File: src/rtl/vscale_htif_host_if.sv
// Host-side HTIF bus: PCR request/response handshake plus the console byte stream.
// The host agent uses the master modport; the PCR port / console sink use the slave modport.
interface vscale_htif_host_if #(
   parameter int W = 64
);
   logic          htif_pcr_req_valid;
   logic          htif_pcr_req_ready;
   logic          htif_pcr_req_rw;
   logic [11:0]   htif_pcr_req_addr;
   logic [W-1:0]  htif_pcr_req_data;
   logic          htif_pcr_resp_valid;
   logic          htif_pcr_resp_ready;
   logic [W-1:0]  htif_pcr_resp_data;
   logic          char_valid;
   logic          char_ready;
   logic [7:0]    char_data;

   modport master (
      output htif_pcr_req_valid, htif_pcr_req_rw, htif_pcr_req_addr, htif_pcr_req_data,
      output htif_pcr_resp_ready, char_valid, char_data,
      input  htif_pcr_req_ready, htif_pcr_resp_valid, htif_pcr_resp_data, char_ready
   );

   modport slave (
      input  htif_pcr_req_valid, htif_pcr_req_rw, htif_pcr_req_addr, htif_pcr_req_data,
      input  htif_pcr_resp_ready, char_valid, char_data,
      output htif_pcr_req_ready, htif_pcr_resp_valid, htif_pcr_resp_data, char_ready
   );
endinterface

File: src/rtl/vscale_htif_host.sv
// Polls tohost over the HTIF PCR port, forwards console bytes, clears tohost after each
// byte, and reports pass / fail / timeout against a cycle budget.
//
// state    | meaning
// GAP      | idle between polls, gap down-counter running
// RD_REQ   | read request for tohost outstanding
// RD_RESP  | waiting for read data, decode on arrival
// CHAR     | console byte presented to the sink
// CLR_REQ  | write-zero request to tohost outstanding
// CLR_RESP | waiting for write acknowledge
// HALT     | finished (exit or timeout), terminal until reset
module vscale_htif_host #(
   parameter int          HTIF_PCR_WIDTH = 64,
   parameter logic [11:0] TOHOST_ADDR    = 12'h780,
   parameter int          POLL_GAP       = 4
) (
   input  logic                      clk,
   input  logic                      reset,
   input  logic [63:0]               max_cycles_i,
   vscale_htif_host_if.master        bus,
   output logic                      done_o,
   output logic                      pass_o,
   output logic                      timeout_o,
   output logic [HTIF_PCR_WIDTH-2:0] exit_code_o,
   output logic [63:0]               cycle_count_o
);
   localparam int W  = HTIF_PCR_WIDTH;
   localparam int GW = (POLL_GAP > 1) ? $clog2(POLL_GAP) : 1;
   // GAP lasts load+1 cycles, so loading POLL_GAP-1 yields POLL_GAP idle cycles
   localparam logic [GW-1:0] GAP_LOAD = (POLL_GAP > 0) ? GW'(POLL_GAP - 1) : '0;
   localparam logic [W-2:0]  EXIT_ONE = {{(W-2){1'b0}}, 1'b1};

   localparam logic [2:0] GAP      = 3'd0;
   localparam logic [2:0] RD_REQ   = 3'd1;
   localparam logic [2:0] RD_RESP  = 3'd2;
   localparam logic [2:0] CHAR     = 3'd3;
   localparam logic [2:0] CLR_REQ  = 3'd4;
   localparam logic [2:0] CLR_RESP = 3'd5;
   localparam logic [2:0] HALT     = 3'd6;

   logic [2:0]    state_q, state_d;
   logic [GW-1:0] gap_q, gap_d;
   logic [7:0]    char_q, char_d;
   logic          done_q, done_d;
   logic          pass_q, pass_d;
   logic          timeout_q, timeout_d;
   logic [W-2:0]  exit_q, exit_d;
   logic [63:0]   cnt_q, cnt_d;
   logic [W-2:0]  shift;

   assign shift = bus.htif_pcr_resp_data[W-1:1];

   always_comb begin
      state_d   = state_q;
      gap_d     = gap_q;
      char_d    = char_q;
      done_d    = done_q;
      pass_d    = pass_q;
      timeout_d = timeout_q;
      exit_d    = exit_q;
      case (state_q)
         GAP: begin
            if (gap_q == '0) state_d = RD_REQ;
            else             gap_d   = gap_q - 1'b1;
         end
         RD_REQ:
            if (bus.htif_pcr_req_ready) state_d = RD_RESP;
         RD_RESP:
            if (bus.htif_pcr_resp_valid) begin
               if (bus.htif_pcr_resp_data == '0) begin
                  state_d = GAP;
                  gap_d   = GAP_LOAD;
               end else if (bus.htif_pcr_resp_data[0]) begin
                  exit_d  = shift;
                  done_d  = 1'b1;
                  pass_d  = (shift == '0);
                  state_d = HALT;
               end else if (bus.htif_pcr_resp_data[W-1:W-8] == 8'h01) begin
                  char_d  = bus.htif_pcr_resp_data[7:0];
                  state_d = CHAR;
               end else begin
                  exit_d  = (shift == '0) ? EXIT_ONE : shift;
                  done_d  = 1'b1;
                  pass_d  = 1'b0;
                  state_d = HALT;
               end
            end
         CHAR:
            if (bus.char_ready) state_d = CLR_REQ;
         CLR_REQ:
            if (bus.htif_pcr_req_ready) state_d = CLR_RESP;
         CLR_RESP:
            if (bus.htif_pcr_resp_valid) begin
               state_d = GAP;
               gap_d   = GAP_LOAD;
            end
         default: state_d = HALT;
      endcase
      // testing done_d lets an exit decoded this cycle win over the budget
      if (!done_d && (max_cycles_i != '0) && (cnt_q >= max_cycles_i)) begin
         done_d    = 1'b1;
         timeout_d = 1'b1;
         pass_d    = 1'b0;
         state_d   = HALT;
      end
      cnt_d = cnt_q;
      if (!done_d && (cnt_q != '1)) cnt_d = cnt_q + 64'd1;
   end

   always_ff @(posedge clk) begin
      if (reset) begin
         state_q   <= GAP;
         gap_q     <= '0;
         char_q    <= '0;
         done_q    <= 1'b0;
         pass_q    <= 1'b0;
         timeout_q <= 1'b0;
         exit_q    <= '0;
         cnt_q     <= '0;
      end else begin
         state_q   <= state_d;
         gap_q     <= gap_d;
         char_q    <= char_d;
         done_q    <= done_d;
         pass_q    <= pass_d;
         timeout_q <= timeout_d;
         exit_q    <= exit_d;
         cnt_q     <= cnt_d;
      end
   end

   assign bus.htif_pcr_req_valid  = (state_q == RD_REQ) || (state_q == CLR_REQ);
   assign bus.htif_pcr_req_rw     = (state_q == CLR_REQ);
   assign bus.htif_pcr_req_addr   = bus.htif_pcr_req_valid ? TOHOST_ADDR : 12'h000;
   assign bus.htif_pcr_req_data   = '0;
   assign bus.htif_pcr_resp_ready = (state_q == RD_RESP) || (state_q == CLR_RESP);
   assign bus.char_valid          = (state_q == CHAR);
   assign bus.char_data           = char_q;

   assign done_o        = done_q;
   assign pass_o        = pass_q;
   assign timeout_o     = timeout_q;
   assign exit_code_o   = exit_q;
   assign cycle_count_o = cnt_q;
endmodule

File: src/flat_wrapper.sv
// flat-port wrapper written by rule: the top's interface ports become plain ports
module vscale_htif_host_flat 
#(
   parameter int          HTIF_PCR_WIDTH = 64,
   parameter logic [11:0] TOHOST_ADDR    = 12'h780,
   parameter int          POLL_GAP       = 4
)
  (clk, reset, max_cycles_i, done_o, pass_o, timeout_o, exit_code_o, cycle_count_o, bus_htif_pcr_req_valid, bus_htif_pcr_req_rw, bus_htif_pcr_req_addr, bus_htif_pcr_req_data, bus_htif_pcr_resp_ready, bus_char_valid, bus_char_data, bus_htif_pcr_req_ready, bus_htif_pcr_resp_valid, bus_htif_pcr_resp_data, bus_char_ready);
  vscale_htif_host_if #(.W(64)) bus_i ();
  input  logic clk;
  input  logic reset;
  input  logic [63:0] max_cycles_i;
  output logic done_o;
  output logic pass_o;
  output logic timeout_o;
  output logic [HTIF_PCR_WIDTH-2:0] exit_code_o;
  output logic [63:0] cycle_count_o;
  output wire logic [$bits(bus_i.htif_pcr_req_valid)-1:0] bus_htif_pcr_req_valid;
  output wire logic [$bits(bus_i.htif_pcr_req_rw)-1:0] bus_htif_pcr_req_rw;
  output wire logic [$bits(bus_i.htif_pcr_req_addr)-1:0] bus_htif_pcr_req_addr;
  output wire logic [$bits(bus_i.htif_pcr_req_data)-1:0] bus_htif_pcr_req_data;
  output wire logic [$bits(bus_i.htif_pcr_resp_ready)-1:0] bus_htif_pcr_resp_ready;
  output wire logic [$bits(bus_i.char_valid)-1:0] bus_char_valid;
  output wire logic [$bits(bus_i.char_data)-1:0] bus_char_data;
  input wire logic [$bits(bus_i.htif_pcr_req_ready)-1:0] bus_htif_pcr_req_ready;
  input wire logic [$bits(bus_i.htif_pcr_resp_valid)-1:0] bus_htif_pcr_resp_valid;
  input wire logic [$bits(bus_i.htif_pcr_resp_data)-1:0] bus_htif_pcr_resp_data;
  input wire logic [$bits(bus_i.char_ready)-1:0] bus_char_ready;
  assign bus_htif_pcr_req_valid = bus_i.htif_pcr_req_valid;
  assign bus_htif_pcr_req_rw = bus_i.htif_pcr_req_rw;
  assign bus_htif_pcr_req_addr = bus_i.htif_pcr_req_addr;
  assign bus_htif_pcr_req_data = bus_i.htif_pcr_req_data;
  assign bus_htif_pcr_resp_ready = bus_i.htif_pcr_resp_ready;
  assign bus_char_valid = bus_i.char_valid;
  assign bus_char_data = bus_i.char_data;
  assign bus_i.htif_pcr_req_ready = bus_htif_pcr_req_ready;
  assign bus_i.htif_pcr_resp_valid = bus_htif_pcr_resp_valid;
  assign bus_i.htif_pcr_resp_data = bus_htif_pcr_resp_data;
  assign bus_i.char_ready = bus_char_ready;
  vscale_htif_host #(.HTIF_PCR_WIDTH(HTIF_PCR_WIDTH), .TOHOST_ADDR(TOHOST_ADDR), .POLL_GAP(POLL_GAP)) u_core (.clk(clk), .reset(reset), .max_cycles_i(max_cycles_i), .bus(bus_i), .done_o(done_o), .pass_o(pass_o), .timeout_o(timeout_o), .exit_code_o(exit_code_o), .cycle_count_o(cycle_count_o));
endmodule
File: config.mk
export PLATFORM = sky130hd
export DESIGN_NAME = vscale_htif_host_flat
export DESIGN_NICKNAME = d
export VERILOG_FILES = /design/src/rtl/vscale_htif_host_if.sv /design/src/rtl/vscale_htif_host.sv /design/src/flat_wrapper.sv
export SDC_FILE = /design/constraint.sdc
export NUM_CORES = 1
export LEC_CHECK = 0
export CORE_ASPECT_RATIO = 1.5
export CORE_MARGIN = 1
export CORE_UTILIZATION = 40
export DETAILED_ROUTE_END_ITERATION = 10
export DONT_BUFFER_PORTS = 1
export GPL_TIMING_DRIVEN = 0
export HOLD_SLACK_MARGIN = 0.03
export PLACE_DENSITY = 0.59
export SYNTH_ARGS = -nofsm -noshare
export SYNTH_HDL_FRONTEND = slang
export SYNTH_SLANG_ARGS = --single-unit
File: constraint.sdc
create_clock -name clk -period 4.79 [get_ports clk]
set_input_delay 1.437 -clock clk [delete_from_list [all_inputs] [get_ports clk]]
set_output_delay 1.437 -clock clk [all_outputs]
set_load 0.005 [all_outputs]
; Yosys cells after proc, flatten, opt, wreduce, memory -nomap -nowiden
; Index checks and enable logic that the tools add are counted.
[word_totals]
n_memories = 0
romBits = 0
ff_bits = 142
output_inout_bits = 218
ramBits = 0
input_bits = 133
latch_bits = 0
word_cells = 83
[classes]
muxes = 28
addsub = 2
n_shift = 0
magnitude_cmp = 1
multipliers = 0
bitwise_logic = 2
n_reduce_logical = 19
eq_ne = 22
div_mod_pow = 0
[op_table]
columns = op, n
row1 = 63-bit two-way mux, 3
row2 = "64-bit by 1-bit adder with 64-bit output, second input constant", 1
row3 = 64-bit >= comparator, 1
row4 = 64-bit logical NOT, 1
row5 = "64-bit inequality test, second input constant", 1
row6 = 64-bit nonzero test, 1
row7 = 63-bit logical NOT, 1
row8 = 3-bit two-way mux, 10
row9 = 3-bit one-hot mux with 6 select lines, 1
row10 = 6-bit AND reduction, 2
row11 = 11-bit two-way mux, 1
row12 = "2-bit inequality test, second input constant", 5
row13 = 5-bit AND reduction, 2
row14 = "3-bit by 1-bit inequality test with 1-bit output, second input constant", 3
row15 = "3-bit by 2-bit inequality test with 1-bit output, second input constant", 3
row16 = "8-bit by 1-bit == test with 1-bit output, second input constant", 1
row17 = 1-bit two-way mux, 8
row18 = 2-bit two-way mux, 4
row19 = "2-bit by 1-bit inequality test with 1-bit output, second input constant", 4
row20 = "3-bit by 2-bit == test with 1-bit output, second input constant", 2
row21 = "3-bit == test, second input constant", 2
row22 = 2-bit one-hot mux with 3 select lines, 1
row23 = 4-bit AND reduction, 1
row24 = "3-bit by 1-bit == test with 1-bit output, second input constant", 1
row25 = 9 further kinds, 14

; Logic depth before layout (Yosys ltp)
; Gate-level depths: netlist of the first run.
[logic_depth]
word_depth = 12
mapped_depth = 13
ltp_nobuf = 11

; Worst setup path after synthesis of the first run
; Ideal clock, no wire load.
[synth_path]
path_type = in2reg
start = input port max_cycles_i[54]
end = register u_core.cnt_q[60], in the netlist u_core.cycle_count_o[60]
n_path_buf = 2
required_time_ns = 4.662
cell_stages = 13
t_arrival_ns = 4.087
setup_ns = 0.128
slack_ns = 0.575
cell_sequence = inv_1 ha_1 nand4_1 or4_1 nor4b_1 a21o_1 a31oi_1 a31oi_1 clkbuf_1 buf_2 nor4_1 xnor2_1 nor2_1
[synth_between]
elab_chain_cells = 6
word_cells_on_any_way = 7
cone_classes = order compare (1) / mux (1) / reduce/logical (5)
[synth_rtl]
columns = element, line_no
row1 = from (decl), flat_wrapper.sv:12  ; input logic [63:0] max_cycles_i;
row2 = "parallel branches: the longest is 2 deep, another holds 64-bit >= comparator", -
row3 = 1-bit logical AND *, vscale_htif_host.sv:100  ; if (!done_d && (max_cycles_i != '0) && (cnt_q >= max_cycles_i)) begin
row4 = 1-bit two-way mux *, vscale_htif_host.sv:100
row5 = 1-bit logical NOT *, vscale_htif_host.sv:107  ; if (!done_d && (cnt_q != '1)) cnt_d = cnt_q + 64'd1;
row6 = 1-bit logical AND *, vscale_htif_host.sv:107
row7 = to (signal assigned), vscale_htif_host.sv:128  ; cnt_q <= cnt_d;
row8 = to (decl), vscale_htif_host.sv:48  ; logic [63:0] cnt_q, cnt_d;
; Mark *: on every way between the ends.
; A chain may end at the register's enable or synchronous reset.

; Worst setup path after layout of the first run
[layout_path]
start = input port max_cycles_i[0]
end = register u_core.cnt_q[46], in the netlist u_core.cycle_count_o[46]
; Same word-level chain as after synthesis.

==> impl_metrics.env, run 1 <==
export IMPL_outcome="finished, final reports clean"
export IMPL_cts_clk_slew_worst_paths_ps=60
export IMPL_synth_area_leader_cell="dfxtp_1"
export IMPL_die_y_um=183
export IMPL_setup_violations=0
export IMPL_synth_top_flop_cell="dfxtp_1"
export IMPL_worst_slack_ps=87.8
export IMPL_yosys_warnings=0
export IMPL_nets=1350
export IMPL_ys_top_cells_by_count="nor2_1 (145), dfxtp_1 (142), inv_1 (86)"
export IMPL_max_freq_ghz=0.213
export IMPL_synth_top_cell_area_share_pct=32.6
export IMPL_rsz0062_at_grt="no"
export IMPL_synth_seq_cells=142
export IMPL_max_vdd_ir_drop_v=0.000271
export IMPL_fillerInstances=2166
export IMPL_postSynthCellCount=1060
export IMPL_clock_latency_ps=420
export IMPL_io_pin_count=351
export IMPL_num_rows=65
export IMPL_p_per_area_nw_per_um2=320
export IMPL_place_ws_ps=-1030
export IMPL_min_period_over_period_pct=98.2
export IMPL_post_drt_wl_per_cell_um=19.7
export IMPL_ys_seq_area_share_pct=32.6
export IMPL_period_needed_ps=4700
export IMPL_port_buffers=0
export IMPL_drv_cap=0
export IMPL_sw_frac_of_total_pct=28.4
export IMPL_cts_sinks=142
export IMPL_post_cts_buffers=0
export IMPL_drv_slew=0
export IMPL_synth_area_per_cell_um2=8.23
export IMPL_syn2layout_area_growth_pct=13.5
export IMPL_synth_area_top_cells="dfxtp_1 (33%), ha_1 (9.5%), mux2i_1 (7.9%)"
export IMPL_htree_levels=4
export IMPL_intPower_mw=2.27
export IMPL_synth_area_um2=8730
export IMPL_dpl_instance_area_um2=9330
export IMPL_hold_depth=2
export IMPL_gp_congestion=0.939
export IMPL_initial_utilization_pct=41.1
export IMPL_finish_utilization_pct=46.7
export IMPL_track_usage_pct=25.4
export IMPL_critical_path_class="input pin to flop"
export IMPL_drt_first_pass_iters=4
export IMPL_antennaDiodeCount=0
export IMPL_p_total_mw=3.17
export IMPL_cts_root_buf="clkbuf_16"
export IMPL_die_area_um2=22400
export IMPL_via_count=7609
export IMPL_final_area_um2=9900
export IMPL_pwr_share_comb_pct=18.2
export IMPL_dieWidth_um=123
export IMPL_worstPathRequired_ps=5100
export IMPL_post_route_drc_count=0
export IMPL_grt_pass1_vias=7685
export IMPL_endpoint_kind="flop"
export IMPL_tns_ps=0
export IMPL_synthDistinctLibCells=63
export IMPL_cp_start_kind="input pin"
export IMPL_skew_ps=8.87
export IMPL_antenna_left=0
export IMPL_power_frac_clock_pct=39.9
export IMPL_hp_class="flop to flop"
export IMPL_crit_path_max_fanout=6
export IMPL_async_flop_share_pct=0
export IMPL_p_switching_mw=0.898
export IMPL_grt_max_degree=17
export IMPL_grt_pass1_wl_um=42500
export IMPL_p_leak_nw=4.10
export IMPL_viasPerCell=5.33
export IMPL_wl_um=28200
export IMPL_reg2reg_depth=11
export IMPL_antenna_found_initial=0
export IMPL_synth_edff_count=0
export IMPL_final_hold_viol_count=0
export IMPL_slew_headroom_pct=29.9
export IMPL_cts_tree="done"
export IMPL_power_frac_seq_pct=41.9
export IMPL_layout_drive_gt1_share_pct=11.1
export IMPL_drtIter0Drc=293
export IMPL_worstPathArrival_ps=5010
export IMPL_yosysMostFrequentCell="nor2_1"
export IMPL_grt_ovfl_total=0
export IMPL_cts_buffers=17
export IMPL_worstMarginPinSlew_ps=1050
export IMPL_dpl_hpwl_um=22900
export IMPL_clk_path_buf_depth=2
export IMPL_core_um2=21200
==> critical path, cell delays in order <==
cell and delay (ps):
ha_1 260, nand2b_1 180, a2111oi_1 670, o32a_1 250, nand2_1 90, a31oi_1 550
a31oi_4 270, or3_4 480, or4_1 500, mux2_1 320
==> path summary, 6_finish.rpt <==
kind / slack [ps] / endpoint / startpoint
setup / recovery: 90 / u_core.cycle_count_o[46] / max_cycles_i[0]
hold / removal: 480 / u_core.gap_q[1] / u_core.gap_q[1]
setup reg to reg: 540 / u_core.cycle_count_o[46] / u_core.cycle_count_o[0]
hold reg to reg: 480 / u_core.gap_q[1] / u_core.gap_q[1]
==> per-stage QoR <==
stage               hold WS, ps  instances
finish                      482       1427
global placement            473       1400
detailed placement          479       1400
global route                521       1427
CTS                         488       1427
floorplan                   456       1132
==> repair_timing <==
item                                    CTS  global route
endpoints found under the hold margin     0             0
endpoints found under the setup margin   48             5
resized for setup                         6             1
hold buffers                              0             0
==> layer usage <==
metal	part of all wire, %	GRT usage (%)	routed length (µm)	vias up
met5	0	0	0	-
met4	5.6	16.0	1590	0
met3	7.9	7.00	2240	69
met2	52	47.0	14700	337
met1	34	24.0	9660	3448
li1	-	-	-	3755
==> cell type report <==
class                      count  area, µm²  area share [%]
multi-input combinational    787       5140            51.9
sequential                   142       2840            28.7
buffer                       117        732            7.39
clock buffer                  25        475            4.80
tap                          268        335            3.39
inverter                      86        323            3.26
clock inverter                 2       60.1           0.606
==> cells in the final DEF, fill, tap and decap left out, types with 20 or more instances in the layout <==
| cell | instances |
|---|---|
| nand2_1 | 57 |
| buf_4 | 77 |
| inv_1 | 86 |
| nor4_1 | 53 |
| nand3_1 | 37 |
| nor2_1 | 145 |
| a21oi_1 | 45 |
| clkbuf_1 | 39 |
| o21ai_0 | 20 |
| dfxtp_1 | 142 |
| ha_1 | 66 |
| nand4_1 | 39 |
| conb_1 | 73 |
| xnor2_1 | 29 |
| mux2i_1 | 69 |
==> power by group through the flow <==
stage               clock, mW  sequential, mW  combinational [mW]
finish                   1.26            1.33               0.576
global route             1.33            1.34               0.655
CTS                      1.28            1.33               0.574
detailed placement          0            1.35               0.569
global placement            0            1.35               0.560
floorplan                   0            1.32               0.449
==> logic make-up after synthesis <==
| kind of cell | count (synthesis) | synth area share (%) |
|---|---|---|
| mux | 78 | 9.08 |
| flops | 142 | 32.6 |
| fa+ha+maj | 66 | 9.46 |
| compound gates | 106 | 7.56 |
| xor+xnor | 35 | 3.51 |
| other cells | 1 | 0.0430 |
| simple gates | 429 | 25.7 |
| buf+inv | 203 | 12.1 |
==> registers in the layout (all words and copies together) (netlist names) <==
| register | flops |
|---|---|
| u_core.gap_q | 2 |
| u_core.pass_o | 1 |
| u_core.timeout_o | 1 |
| u_core.state_q | 3 |
| u_core.done_o | 1 |
| u_core.cycle_count_o | 64 |
| u_core.exit_code_o | 63 |
| u_core.bus.char_data | 7 |
Power figures use the tool's default switching activity.
==> inputs of run 2 (changes only) <==
Settings changed: PLACE_DENSITY 0.59 to 0.61.
Clock period 4.79 ns to 4.3 ns, I/O delays scaled along.
==> impl_metrics.env, run 2 (synthesis gave the netlist of run 1 again) <==
export IMPL_place_ws_ps=-1380
export IMPL_cts_tree="done"
export IMPL_num_rows=65
export IMPL_syn2layout_area_growth_pct=14.8
export IMPL_die_area_um2=22400
export IMPL_antenna_left=0
export IMPL_final_hold_viol_count=0
export IMPL_worstMarginPinSlew_ps=1040
export IMPL_antennaDiodeCount=0
export IMPL_htree_levels=4
export IMPL_outcome="finished, final reports clean"
export IMPL_cts_root_buf="clkbuf_16"
export IMPL_layoutNonFillerInstCount=1436
export IMPL_cp_start_kind="input pin"
export IMPL_hp_class="flop to flop"
export IMPL_finish_utilization_pct=47.2
export IMPL_viasPerCell=5.37
export IMPL_slowest_stage="or4_1"
export IMPL_maxUsedRoutingLayer="met4"
export IMPL_clk_path_buf_depth=2
export IMPL_track_usage_pct=25.3
export IMPL_worstPathRequired_ps=4590
export IMPL_via_count=7712
export IMPL_final_cell_mix="nor2_1 (145), dfxtp_1 (142), inv_1 (86)"
export IMPL_grt_ovfl_total=0
export IMPL_wl_met2_um=15500
export IMPL_skew_ps=16.5
export IMPL_tns_ps=0
export IMPL_max_vdd_ir_drop_v=0.000247
export IMPL_crit_path_max_fanout=10
export IMPL_critical_path_class="input pin to flop"
export IMPL_grt_pass1_vias=7923
export IMPL_dpl_hpwl_um=22800
export IMPL_grt_pass1_wl_um=42500
export IMPL_gp_congestion=0.916
export IMPL_endpoint_kind="flop"
export IMPL_dr_wl_met3_um=2490
export IMPL_drv_slew=0
export IMPL_max_freq_ghz=0.240
export IMPL_cts_sinks=142
export IMPL_cts_clk_slew_worst_paths_ps=70
export IMPL_slew_headroom_pct=30.7
export IMPL_layout_commonest_cell="nor2_1"
export IMPL_holdPathEnd="u_core.gap_q[1]"
export IMPL_clock_latency_ps=430
export IMPL_p_per_area_nw_per_um2=362
export IMPL_drtIter0Drc=263
export IMPL_final_area_um2=10000
export IMPL_r2r_setup_slack_ps=510
export IMPL_largest_register_ffs=64
export IMPL_core_um2=21200
export IMPL_wl_um=28400
export IMPL_ctsHoldBuffers=0
export IMPL_cts_buffers=17
export IMPL_r2r_start="u_core.cycle_count_o[0]"
export IMPL_wl_met1_um=9440
export IMPL_antenna_found_initial=0
export IMPL_die_y_um=183
export IMPL_dp_cells=1400
export IMPL_initial_utilization_pct=41.1
export IMPL_period_needed_ps=4170
export IMPL_min_period_over_period_pct=96.9
export IMPL_nets=1354
export IMPL_fillerInstances=2150
export IMPL_dpl_instance_area_um2=9330
export IMPL_worstPathArrival_ps=4450
export IMPL_drt_first_pass_iters=4
export IMPL_hp_start="u_core.gap_q[1]"
export IMPL_worstReg2RegEnd="u_core.cycle_count_o[46]"
export IMPL_dieWidth_um=123
export IMPL_post_route_drc_count=0
export IMPL_p_leak_nw=4.17
export IMPL_layout_drive_gt1_share_pct=12.7
export IMPL_reg2reg_depth=11
export IMPL_worst_slack_ps=133
export IMPL_cpPeakStageDelay_ps=680
export IMPL_post_drt_wl_per_cell_um=19.8
export IMPL_crit_path_cell_trace="inv_1 -> ha_1 -> nand4_1 -> or4_1 -> nor4b_4 -> a21o_1 -> a31oi_2 -> a31oi_4 -> clkbuf_4 -> buf_2 -> nor4_1 -> xnor2_1 -> nor2_1"
export IMPL_port_buffers=0
export IMPL_io_pin_count=351
export IMPL_grt_max_degree=17
export IMPL_drv_cap=0
export IMPL_hold_depth=2
export IMPL_setup_violations=0
[run 2: worst max path at each step]
stage	start	to	slack, ps	cells past startpoint
after floorplan	max_cycles_i[54]	u_core.cycle_count_o[60]	230	13
after CTS	max_cycles_i[0]	u_core.cycle_count_o[46]	7	10
after global placement	max_cycles_i[54]	u_core.cycle_count_o[7]	-1360	12
after detailed placement	max_cycles_i[53]	u_core.cycle_count_o[3]	-1380	12
final	max_cycles_i[53]	u_core.cycle_count_o[52]	130	13
after global routing	bus_htif_pcr_resp_data[17]	u_core.cycle_count_o[16]	-4	11
[run 2: area by class of cell]
type	instances	area [µm²]	share of cell area, %
Buffer	117	738	7.37
Clock buffer	18	429	4.29
Clock inverter	14	145	1.45
Inverter	86	323	3.22
Multi-Input combinational cell	787	5170	51.7
Sequential cell	142	2840	28.4
Tap cell	268	335	3.35
Timing Repair Buffer	4	27.5	0.275
[run 2: per-stage QoR]
| stage | hold slack (ps) | total power [mW] |
|---|---|---|
| floorplan | 456 | 1.98 |
| global placement | 470 | 2.13 |
| detailed placement | 479 | 2.14 |
| CTS | 489 | 3.61 |
| global route | 554 | 3.78 |
| finish | 492 | 3.62 |
[run 2: critical path, delay by kind of cell]
family	cells	cell delay (ps)
xor+xnor	1	170
simple gates	5	1450
compound gates	3	600
buf+inv	3	640
fa+ha+maj	1	290
[run 2: routing by layer]
metal	track usage, %	up-vias
li1	-	3781
met3	8.15	39
met1	22.8	3552
met2	48.8	340
met5	0	-
met4	13.1	0
[run 2: timing repair]
action                                  4_1_cts  5_1_grt
buffers inserted                              0        3
pin swaps                                     0        1
endpoints found under the hold margin         0        0
gates resized for setup                      11        6
endpoints found under the setup margin       55       36
[run 2: where the power goes]
| part | internal (mW) | total [mW] | switching, mW |
|---|---|---|---|
| clock | 0.817 | 1.48 | 0.663 |
| sequential | 1.40 | 1.48 | 0.0811 |
| combinational | 0.273 | 0.665 | 0.392 |
| total | 2.49 | 3.62 | 1.14 |
==> inputs of run 3 (changes only) <==
Settings changed: GPL_TIMING_DRIVEN 0 to default, PLACE_DENSITY 0.61 to 0.59.
Clock period 4.3 ns to 5 ns, I/O delays scaled along.
==> impl_metrics.env, run 3 (synthesis gave the netlist of run 1 again) <==
export IMPL_layout_drive_gt1_share_pct=6.87
export IMPL_post_drt_wl_per_cell_um=19.2
export IMPL_syn2layout_area_growth_pct=6.80
export IMPL_via_count=7344
export IMPL_final_hold_viol_count=0
export IMPL_p_total_mw=2.97
export IMPL_worstPathArrival_ps=4910
export IMPL_dp_cells=1298
export IMPL_layoutNonFillerInstCount=1330
export IMPL_wl_um=25500
export IMPL_drtIter0Drc=236
export IMPL_max_vdd_ir_drop_v=0.000249
export IMPL_cp_start_kind="input pin"
export IMPL_skew_ps=9.61
export IMPL_antenna_found_initial=0
export IMPL_max_freq_ghz=0.217
export IMPL_largest_register_ffs=64
export IMPL_clock_latency_ps=430
export IMPL_hold_depth=2
export IMPL_grt_ovfl_total=0
export IMPL_antennaDiodeCount=0
export IMPL_p_per_area_nw_per_um2=319
export IMPL_cts_resized=0
export IMPL_cts_root_buf="clkbuf_16"
export IMPL_period_needed_ps=4600
export IMPL_cts_clk_slew_worst_paths_ps=60
export IMPL_worstReg2RegEnd="u_core.cycle_count_o[46]"
export IMPL_drt_first_pass_iters=5
export IMPL_grt_max_degree=154
export IMPL_dieWidth_um=123
export IMPL_p_leak_nw=3.72
export IMPL_cts_buffers=17
export IMPL_htree_levels=4
export IMPL_hp_class="flop to flop"
export IMPL_fillerInstances=2142
export IMPL_core_um2=21200
export IMPL_viasPerCell=5.52
export IMPL_antenna_left=0
export IMPL_clk_path_buf_depth=2
export IMPL_post_route_drc_count=0
export IMPL_hp_start="u_core.gap_q[1]"
export IMPL_setup_violations=0
export IMPL_grt_pass1_wl_um=38700
export IMPL_crit_path_cell_trace="ha_1 -> nand2b_1 -> a2111oi_0 -> o32a_1 -> nand2_1 -> a31oi_1 -> a31oi_2 -> or3_4 -> or4_1 -> mux2_1"
export IMPL_track_usage_pct=22.7
export IMPL_ctsHoldBuffers=0
export IMPL_r2r_setup_slack_ps=930
export IMPL_grt_pass1_vias=7135
export IMPL_worstPathRequired_ps=5310
export IMPL_drv_slew=0
export IMPL_port_buffers=0
export IMPL_worstMarginPinSlew_ps=995
export IMPL_cts_sinks=142
export IMPL_slew_headroom_pct=32.0
export IMPL_crit_path_max_fanout=6
export IMPL_layout_commonest_cell="nor2_1"
export IMPL_slowest_stage="a2111oi_0"
export IMPL_gp_congestion=0.939
export IMPL_endpoint_kind="flop"
export IMPL_initial_utilization_pct=41.1
export IMPL_num_rows=65
export IMPL_die_area_um2=22400
export IMPL_reg2reg_depth=11
export IMPL_final_cell_mix="nor2_1 (145), dfxtp_1 (142), inv_1 (86)"
export IMPL_rsz0062_at_grt="no"
export IMPL_drv_cap=0
export IMPL_critical_path_class="input pin to flop"
export IMPL_cts_tree="done"
export IMPL_cpPeakStageDelay_ps=890
export IMPL_holdPathEnd="u_core.gap_q[1]"
export IMPL_nets=1248
export IMPL_min_period_over_period_pct=92.1
export IMPL_critPathLaunch="max_cycles_i[0]"
export IMPL_dpl_hpwl_um=19900
export IMPL_post_cts_buffers=0
export IMPL_die_y_um=183
export IMPL_r2r_start="u_core.cycle_count_o[0]"
export IMPL_io_pin_count=351
export IMPL_outcome="finished, final reports clean"
export IMPL_tns_ps=0
[run 3: cell count changes in the layout (fill, tap and decap cells not counted), sizes merged]
cell    delta
inv        -4
clkbuf    -37
bufinv     +1
buf       -70
clkinv     +4
[run 3: routing by layer]
layer  track usage (%)  up-vias  routed length (µm)
met5                 0        -                   0
met4              13.3        0                1160
met3              6.47       63                1950
met2              41.6      337               13400
met1              22.2     3386                9030
li1                  -     3558                   -
[run 3: power by group]
group / switching (mW) / internal (mW)
sequential: 0.0878 / 1.20
clock: 0.529 / 0.741
combinational: 0.250 / 0.166
[run 3: metrics by stage]
step | util [%] | hold slack [ps] | area, µm² | worst slack [ps]
floorplan | - | 456 | 9000 | 722
global placement | 41.1 | 463 | 8730 | -59.7
detailed placement | 41.1 | 466 | 8730 | -156
CTS | 43.9 | 478 | 9320 | 286
global route | 43.9 | 526 | 9320 | 149
finish | 43.9 | 481 | 9320 | 397
[run 3: worst max-delay path: cells and delay by family]
family                   cells  cell delay, ps
multiplexers                 1             320
adder cells (fa/ha/maj)      1             260
AO/OA/AOI/OAI                4            1660
AND/OR/NAND/NOR              4            1170
[run 3: worst max path at each step]
| stage | endpoint | slack (ps) | depth (start not counted) |
|---|---|---|---|
| after floorplan | u_core.cycle_count_o[60] | 720 | 13 |
| after global placement | u_core.cycle_count_o[46] | -60 | 10 |
| after detailed placement | u_core.cycle_count_o[46] | -160 | 10 |
| after CTS | u_core.cycle_count_o[46] | 290 | 10 |
| after global routing | u_core.cycle_count_o[46] | 150 | 10 |
| final | u_core.cycle_count_o[46] | 400 | 10 |
[run 3: layout make-up]
class / count / area [µm²] / area share (%)
Timing Repair Buffer: 15 / 113 / 1.21
Clock buffer: 17 / 425 / 4.56
Tap cell: 268 / 335 / 3.60
Sequential cell: 142 / 2840 / 30.5
Multi-Input combinational cell: 787 / 5120 / 54.9
Clock inverter: 15 / 163 / 1.75
Inverter: 86 / 323 / 3.46
